File: src/rtl/pipe_stage_reg_pkg.sv
// Shared pipeline types: stage-register state encoding, counter width and stage payload structs.
package pipes;

   parameter int PIPE_CNT_W = 32;

   typedef enum logic [1:0] {PS_EMPTY, PS_BUSY, PS_FULL} pipe_state_t;

   typedef struct packed {
      logic [31:0] pc;
      logic [31:0] instr;
   } decode_data_t;

   function automatic logic [1:0] ps_occupancy(input pipe_state_t s);
      case (s)
         PS_BUSY: ps_occupancy = 2'd1;
         PS_FULL: ps_occupancy = 2'd2;
         default: ps_occupancy = 2'd0;
      endcase
   endfunction

endpackage

File: src/rtl/pipe_stage_reg.sv
// Handshaked pipeline stage register with flush and saturating stall counter.
// Define PIPE_SKID_EN for the 2-entry skid variant with a registered in_ready.
module pipe_stage_reg
   import pipes::*;
#(
   parameter int WIDTH = 32,
   parameter int CNT_W = PIPE_CNT_W
) (
   input  logic             clk,
   input  logic             reset,
   input  logic             in_valid,
   output logic             in_ready,
   input  logic [WIDTH-1:0] in_data,
   output logic             out_valid,
   input  logic             out_ready,
   output logic [WIDTH-1:0] out_data,
   input  logic             flush,
   output logic [1:0]       occupancy,
   output logic [CNT_W-1:0] stall_cnt
);

   pipe_state_t      r_state;
   pipe_state_t      w_next_state;
   logic [WIDTH-1:0] r_main;
   logic [CNT_W-1:0] r_stall_cnt;
   logic             w_in_fire;
   logic             w_out_fire;

   assign w_in_fire  = in_valid && in_ready;
   assign w_out_fire = out_valid && out_ready;

   always_ff @(posedge clk or negedge reset) begin
      if (!reset) r_state <= PS_EMPTY;
      else        r_state <= w_next_state;
   end

   always_comb begin
      w_next_state = r_state;
      if (flush) begin
         w_next_state = PS_EMPTY;
      end else begin
         case (r_state)
            PS_EMPTY: if (w_in_fire) w_next_state = PS_BUSY;
            PS_BUSY: begin
`ifdef PIPE_SKID_EN
               if (w_in_fire && !w_out_fire)      w_next_state = PS_FULL;
               else if (!w_in_fire && w_out_fire) w_next_state = PS_EMPTY;
`else
               if (!w_in_fire && w_out_fire) w_next_state = PS_EMPTY;
`endif
            end
`ifdef PIPE_SKID_EN
            PS_FULL: if (w_out_fire) w_next_state = PS_BUSY;
`endif
            default: w_next_state = PS_EMPTY;
         endcase
      end
   end

   // Skid mode keeps in_ready a pure state decode so out_ready never reaches it.
   always_comb begin
      out_valid = (r_state != PS_EMPTY);
`ifdef PIPE_SKID_EN
      in_ready  = (r_state != PS_FULL);
`else
      in_ready  = !out_valid || out_ready;
`endif
      occupancy = ps_occupancy(r_state);
      out_data  = r_main;
   end

`ifdef PIPE_SKID_EN
   logic [WIDTH-1:0] r_skid;

   always_ff @(posedge clk or negedge reset) begin
      if (!reset) begin
         r_main <= '0;
         r_skid <= '0;
      end else if (!flush) begin
         case (r_state)
            PS_EMPTY: if (w_in_fire) r_main <= in_data;
            PS_BUSY: begin
               if (w_in_fire && w_out_fire) r_main <= in_data;
               else if (w_in_fire)          r_skid <= in_data;
            end
            PS_FULL: if (w_out_fire) r_main <= r_skid;
            default: ;
         endcase
      end
   end
`else
   always_ff @(posedge clk or negedge reset) begin
      if (!reset)                   r_main <= '0;
      else if (!flush && w_in_fire) r_main <= in_data;
   end
`endif

   // Flush does not clear the counter; only reset does.
   always_ff @(posedge clk or negedge reset) begin
      if (!reset)
         r_stall_cnt <= '0;
      else if (out_valid && !out_ready && (r_stall_cnt != '1))
         r_stall_cnt <= r_stall_cnt + CNT_W'(1);
   end

   assign stall_cnt = r_stall_cnt;

endmodule

File: config.mk
export PLATFORM = sky130hd
export DESIGN_NAME = pipe_stage_reg
export DESIGN_NICKNAME = d
export VERILOG_FILES = /design/src/rtl/pipe_stage_reg_pkg.sv /design/src/rtl/pipe_stage_reg.sv
export SDC_FILE = /design/constraint.sdc
export NUM_CORES = 1
export LEC_CHECK = 0
export CAP_MARGIN = 20
export CORE_AREA = 8 8 88 90
export CTS_BUF_LIST = sky130_fd_sc_hd__clkbuf_4 sky130_fd_sc_hd__clkbuf_8
export CTS_CLUSTER_SIZE = 20
export DETAILED_ROUTE_END_ITERATION = 8
export DIE_AREA = 0 0 96 98
export GPL_TIMING_DRIVEN = 0
export PLACE_DENSITY = 0.8
export RECOVER_POWER = 100
export SLEW_MARGIN = 10
export SYNTH_ARGS = -nofsm -noshare
export SYNTH_HDL_FRONTEND = slang
export SYNTH_SLANG_ARGS = --single-unit
export TNS_END_PERCENT = 10
File: constraint.sdc
create_clock -name clk -period 2.5 [get_ports clk]
set_input_delay 0.5 -clock clk [delete_from_list [all_inputs] [get_ports clk]]
set_output_delay 0.5 -clock clk [all_outputs]
set_load 0.01 [all_outputs]
# Word level (Yosys, flattened, before mapping)
# Cells that the tools add are included.
# word_totals
regBits	66
latchBits	0
ramBits	0
mem_bits_ro	0
in_bits	37
out_inout_bits	68
word_cells	28
memories	0
# classes
add_sub_neg	1
n_mul	0
n_div	0
n_lt_le_gt_ge	0
n_eq_ne	5
shifts	0
mux	5
bitwise	0
n_reduce_logical	14
# op_table
cell	n
32-bit by 1-bit adder with 32-bit output (second input constant)	1
32-bit != test (second input constant)	1
2-bit one-hot mux with 2 select lines	2
1-bit logical AND	6
2-bit two-way mux	3
3-bit != test (second input constant)	2
1-bit zero test	4
2-bit by 1-bit equality test with 1-bit output (second input constant)	1
2-bit equality test (second input constant)	1
2-bit zero test	1
2-bit AND reduction	1
2-bit nonzero test	1
1-bit logical OR	1

# Logic depth before layout (Yosys ltp)
# logic_depth
word_depth	9
ltp_mapped	7

# Worst setup path before layout
# No wires, ideal clock.
# synth_timing
path_type	flip-flop to flip-flop
startpoint	register r_stall_cnt[0] (netlist: stall_cnt[0])
endpoint	register r_stall_cnt[1] (netlist: stall_cnt[1])
setup_ns	0.125
t_arrival_ns	2.139
slack_ns	0.236
stages_incl_launch_ff	7
path_buffers	0
period_less_slack_ns	2.264
path_cell_list	dfrtp_1 ha_1 nand2_1 or4_1 or4b_4 and2_4 mux2_4
# synth_via
elab_chain_cells	2
elab_cells_between_ends	3
cone_classes	1 x add/sub; 1 x eq/ne; 1 x reduce/logical
# synth_rtl
element	line_no	text
from (decl)	pipe_stage_reg.sv:25	logic [CNT_W-1:0] r_stall_cnt;
from (signal assigned)	pipe_stage_reg.sv:103	r_stall_cnt <= r_stall_cnt + CNT_W'(1);
parallel branches: the longest is 2 deep, another holds 32-bit by 1-bit adder with 32-bit output	--	
# Several ways; the timed one is not identified.
# A chain may end at the register's enable or synchronous reset.

# Final worst setup path
# layout_timing
startpoint	register r_stall_cnt[20] (netlist: stall_cnt[20])
endpoint	register r_stall_cnt[22] (netlist: stall_cnt[22])
# The elaborated chain is that of the path after synthesis.

==> metrics.csv <==
metric,value,unit
outcome,"finished, violations left",
I/O pin count,105,
routed length per placed instance,17.7,um
antenna violations before repair,0,
Post-Route WL,7460,um
worst-path maximum fanout,9,
design area,4160,um^2
post-route setup TNS,0,ns
Pwr Density,674,nW/um^2
DRT antenna net count,0,
Crit Path Category,reg2reg,
Mapped Cells,222,
Worst Setup SP,stall_cnt[20],
Die X-Extent,96,um
WP data arrival,2.65,ns
Setup Viol. Count Final,0,
most frequent cell after synthesis,dfrtp_1,
worst path cell trace,nand4_1 -> or4_1 -> clkbuf_1 -> o21ai_1 -> nor4_1 -> xor2_1,
"CTS clk-pin slew, worst paths",0.07,ns
worst path required time,2.70,ns
Top delay family on crit path,simple AND/OR/NAND/NOR gates,
TritonCTS clock tree,built,
fraction of layout cells with a size suffix above 1,17.0,%
syn_area_per_cell,12.6,um^2
Layout area overhead,48.3,%
RePlAce Congestion,0.745,
Syn Std Cell Area,2810,um^2
first-pass GRT wire length,12100,um
hpwl dp,5560,um
RSZ-0062 raised after global routing,true,
synth unique cells,34,
Critical Path End,stall_cnt[22],
Worst-Skew Late Latency,0.33,ns
Synth Warn #,0,
Worst Hold Class,reg2reg,
initial core utilization,43.2,%
failing checks,"max-capacitance violations, max-slew violations",
Max Buffers Root-to-Sink,2,
antenna diode count,0,
Sink Count,65,
Util after Layout,64.1,%
number of global-route vias before repair,2416,
number of DRC markers in iteration 0,82,
Root Buffer,clkbuf_8,
die area,9410,um^2
max-cap violation count,1,
DP Area,3940,um^2
buffer count from post-CTS setup fixing,0,
synth cell count leaders,"dfrtp_1 (65), mux2_2 (32), xnor2_1 (16)",
Synth Register Bits,65,
H-tree lvl count,3,
Max stage delay on crit path,0.58,ns
Final WS setup,0.0460,ns
"Slowest-stage cell, CP",or4_1,
minimum clock period,2.45,ns
Rel. slew slack,-8.00,%
Final Hold Fails,0,
# nets final,374,
row count,30,
Worst Max-Slew Pin Slew,1.62,ns
Highest Clock Rate,0.407,GHz
static leakage,1.81,nW
RR Startpoint,stall_cnt[20],
vias,2187,
worst hold slack,0.492,ns
"Seq/Total Area, Yosys",58.0,%
post-synth top area share,58.0,%
"Top FF cell, synth",dfrtp_1,
WP depth,6,
number of flops mapped to enable cells by yosys,0,
Syn Nets,260,
# fillers,500,
DR pass1 iterations,4,
flop2flop setup slack,0.05,ns
pre-CTS setup slack,-0.471,ns
Die Y-Extent,98,um
GRT overflow,0,
cell taking the most area after synthesis,dfrtp_1,
Port Buffers,103,
CORE AREA,6490,um^2
hold_buf cts,0,
largest cells by area after synthesis,"dfrtp_1 (58%), mux2_2 (13%), xnor2_1 (5.0%)",
Worst setup SP type,register,
skew final,0.00601,ns
TritonCTS Buffers,9,
overall routing resource usage,16.5,%
final routed DRC violation total,0,
asr flop ratio synth,100,%
Crit Reg-Reg Endpoint,stall_cnt[22],
worst-case vdd ir drop,432,uV
FF-to-FF path depth,6,
Final period util,98.2,%
Vias per Instance,5.19,
max-slew violations,66,
Worst setup EP type,register,
largest net degree at the start of global routing,66,
crit path buf inv count,1,
-- final cells by class --
class	instances	area [um^2]	share of cell area, %
plain buffers	7	33.8	0.812
clock buffers	14	180	4.33
clock inverters	2	35.0	0.842
inverters	3	11.3	0.271
multi-input cells	147	1150	27.6
flip-flops and latches	65	1630	39.1
well taps	80	100	2.40
repair buffers	103	1030	24.6
-- worst register-to-register path, cell delays in order, from the launching register on --
cell and delay, ns:
dfrtp_1 0.42, nand4_1 0.25, or4_1 0.59, clkbuf_1 0.24, o21ai_1 0.51, nor4_1 0.14
xor2_1 0.17
-- kinds of logic (layout without fill, tap and decap cells) --
kind of cell | after synthesis | count (layout) | share of synthesized area, %
AO/OA/AOI/OAI | 7 | 7 | 2.14
AND/OR/NAND/NOR | 75 | 75 | 15.0
XOR/XNOR | 30 | 30 | 9.36
multiplexers | 33 | 33 | 13.4
adder cells (fa/ha/maj) | 1 | 1 | 0.446
flip-flops | 65 | 65 | 58.0
buffers and inverters | 10 | 129 | 1.60
other | 1 | 1 | 0.134
-- how the worst min path moves through the flow --
stage	start	endpoint	slack, ns	cells past startpoint
detailed placement	stall_cnt[27]	stall_cnt[27]	0.49	1
CTS	reset	out_data[21]	0.29	1
finish	stall_cnt[27]	stall_cnt[27]	0.49	1
global placement	stall_cnt[27]	stall_cnt[27]	0.48	1
global route	stall_cnt[31]	stall_cnt[31]	0.51	1
floorplan	reset	out_data[0]	0.20	0
-- layout by cell type, fill, tap and decap left out, drive strengths merged --
cell and instances:
nand3 10, o31ai 1, o311ai 3, nor4b 1, buf 2, and3 5
conb 1, nand4b 2, dfrtp 65, or4 2, mux2 33, and2 1
nand2 15, bufinv 1, clkinv 1, and4 2, clkdlybuf4s50 55, xnor2 16
a21oi 1, or4b 1, or3 2, nor3 5, clkbuf 20, nor4 7
nand4 8, nor2b 1, xor2 14, o31a 1, ha 1, nor3b 1
dlygate4sd3 47, nor2 12, o21ai 1, inv 3
-- report_power, final --
group | internal, mW | total (mW) | switching (mW)
Sequential | 1.18 | 1.29 | 0.105
Clock | 0.564 | 0.951 | 0.387
Combinational | 0.345 | 0.568 | 0.223
-- through the flow --
| stage | power (mW) | instances |
|---|---|---|
| after detailed placement | 1.92 | 405 |
| final | 2.80 | 421 |
| after CTS | 2.88 | 421 |
| after global routing | 2.93 | 421 |
| after global placement | 1.90 | 405 |
| after floorplan | 1.52 | 222 |
-- routing by layer --
metal / wire, um / global-route usage, % / up-vias
met3: 1060 / 10.6 / 11
met5: 0 / 0 / -
met2: 3520 / 25.0 / 90
li1: - / - / 1013
met1: 2780 / 17.7 / 1073
met4: 106 / 6.75 / 0
-- state kept, by name, indices dropped and copies added (netlist names) --
name,cells
stall_cnt,32
out_data,32
r_state,1
-- what timing repair did --
action,4_1_cts,5_1_grt
gates resized for setup,1,1
pin swaps,0,0
cloned,0,0
setup endpoints to repair,2,11
(Power assumes the default switching activity.)
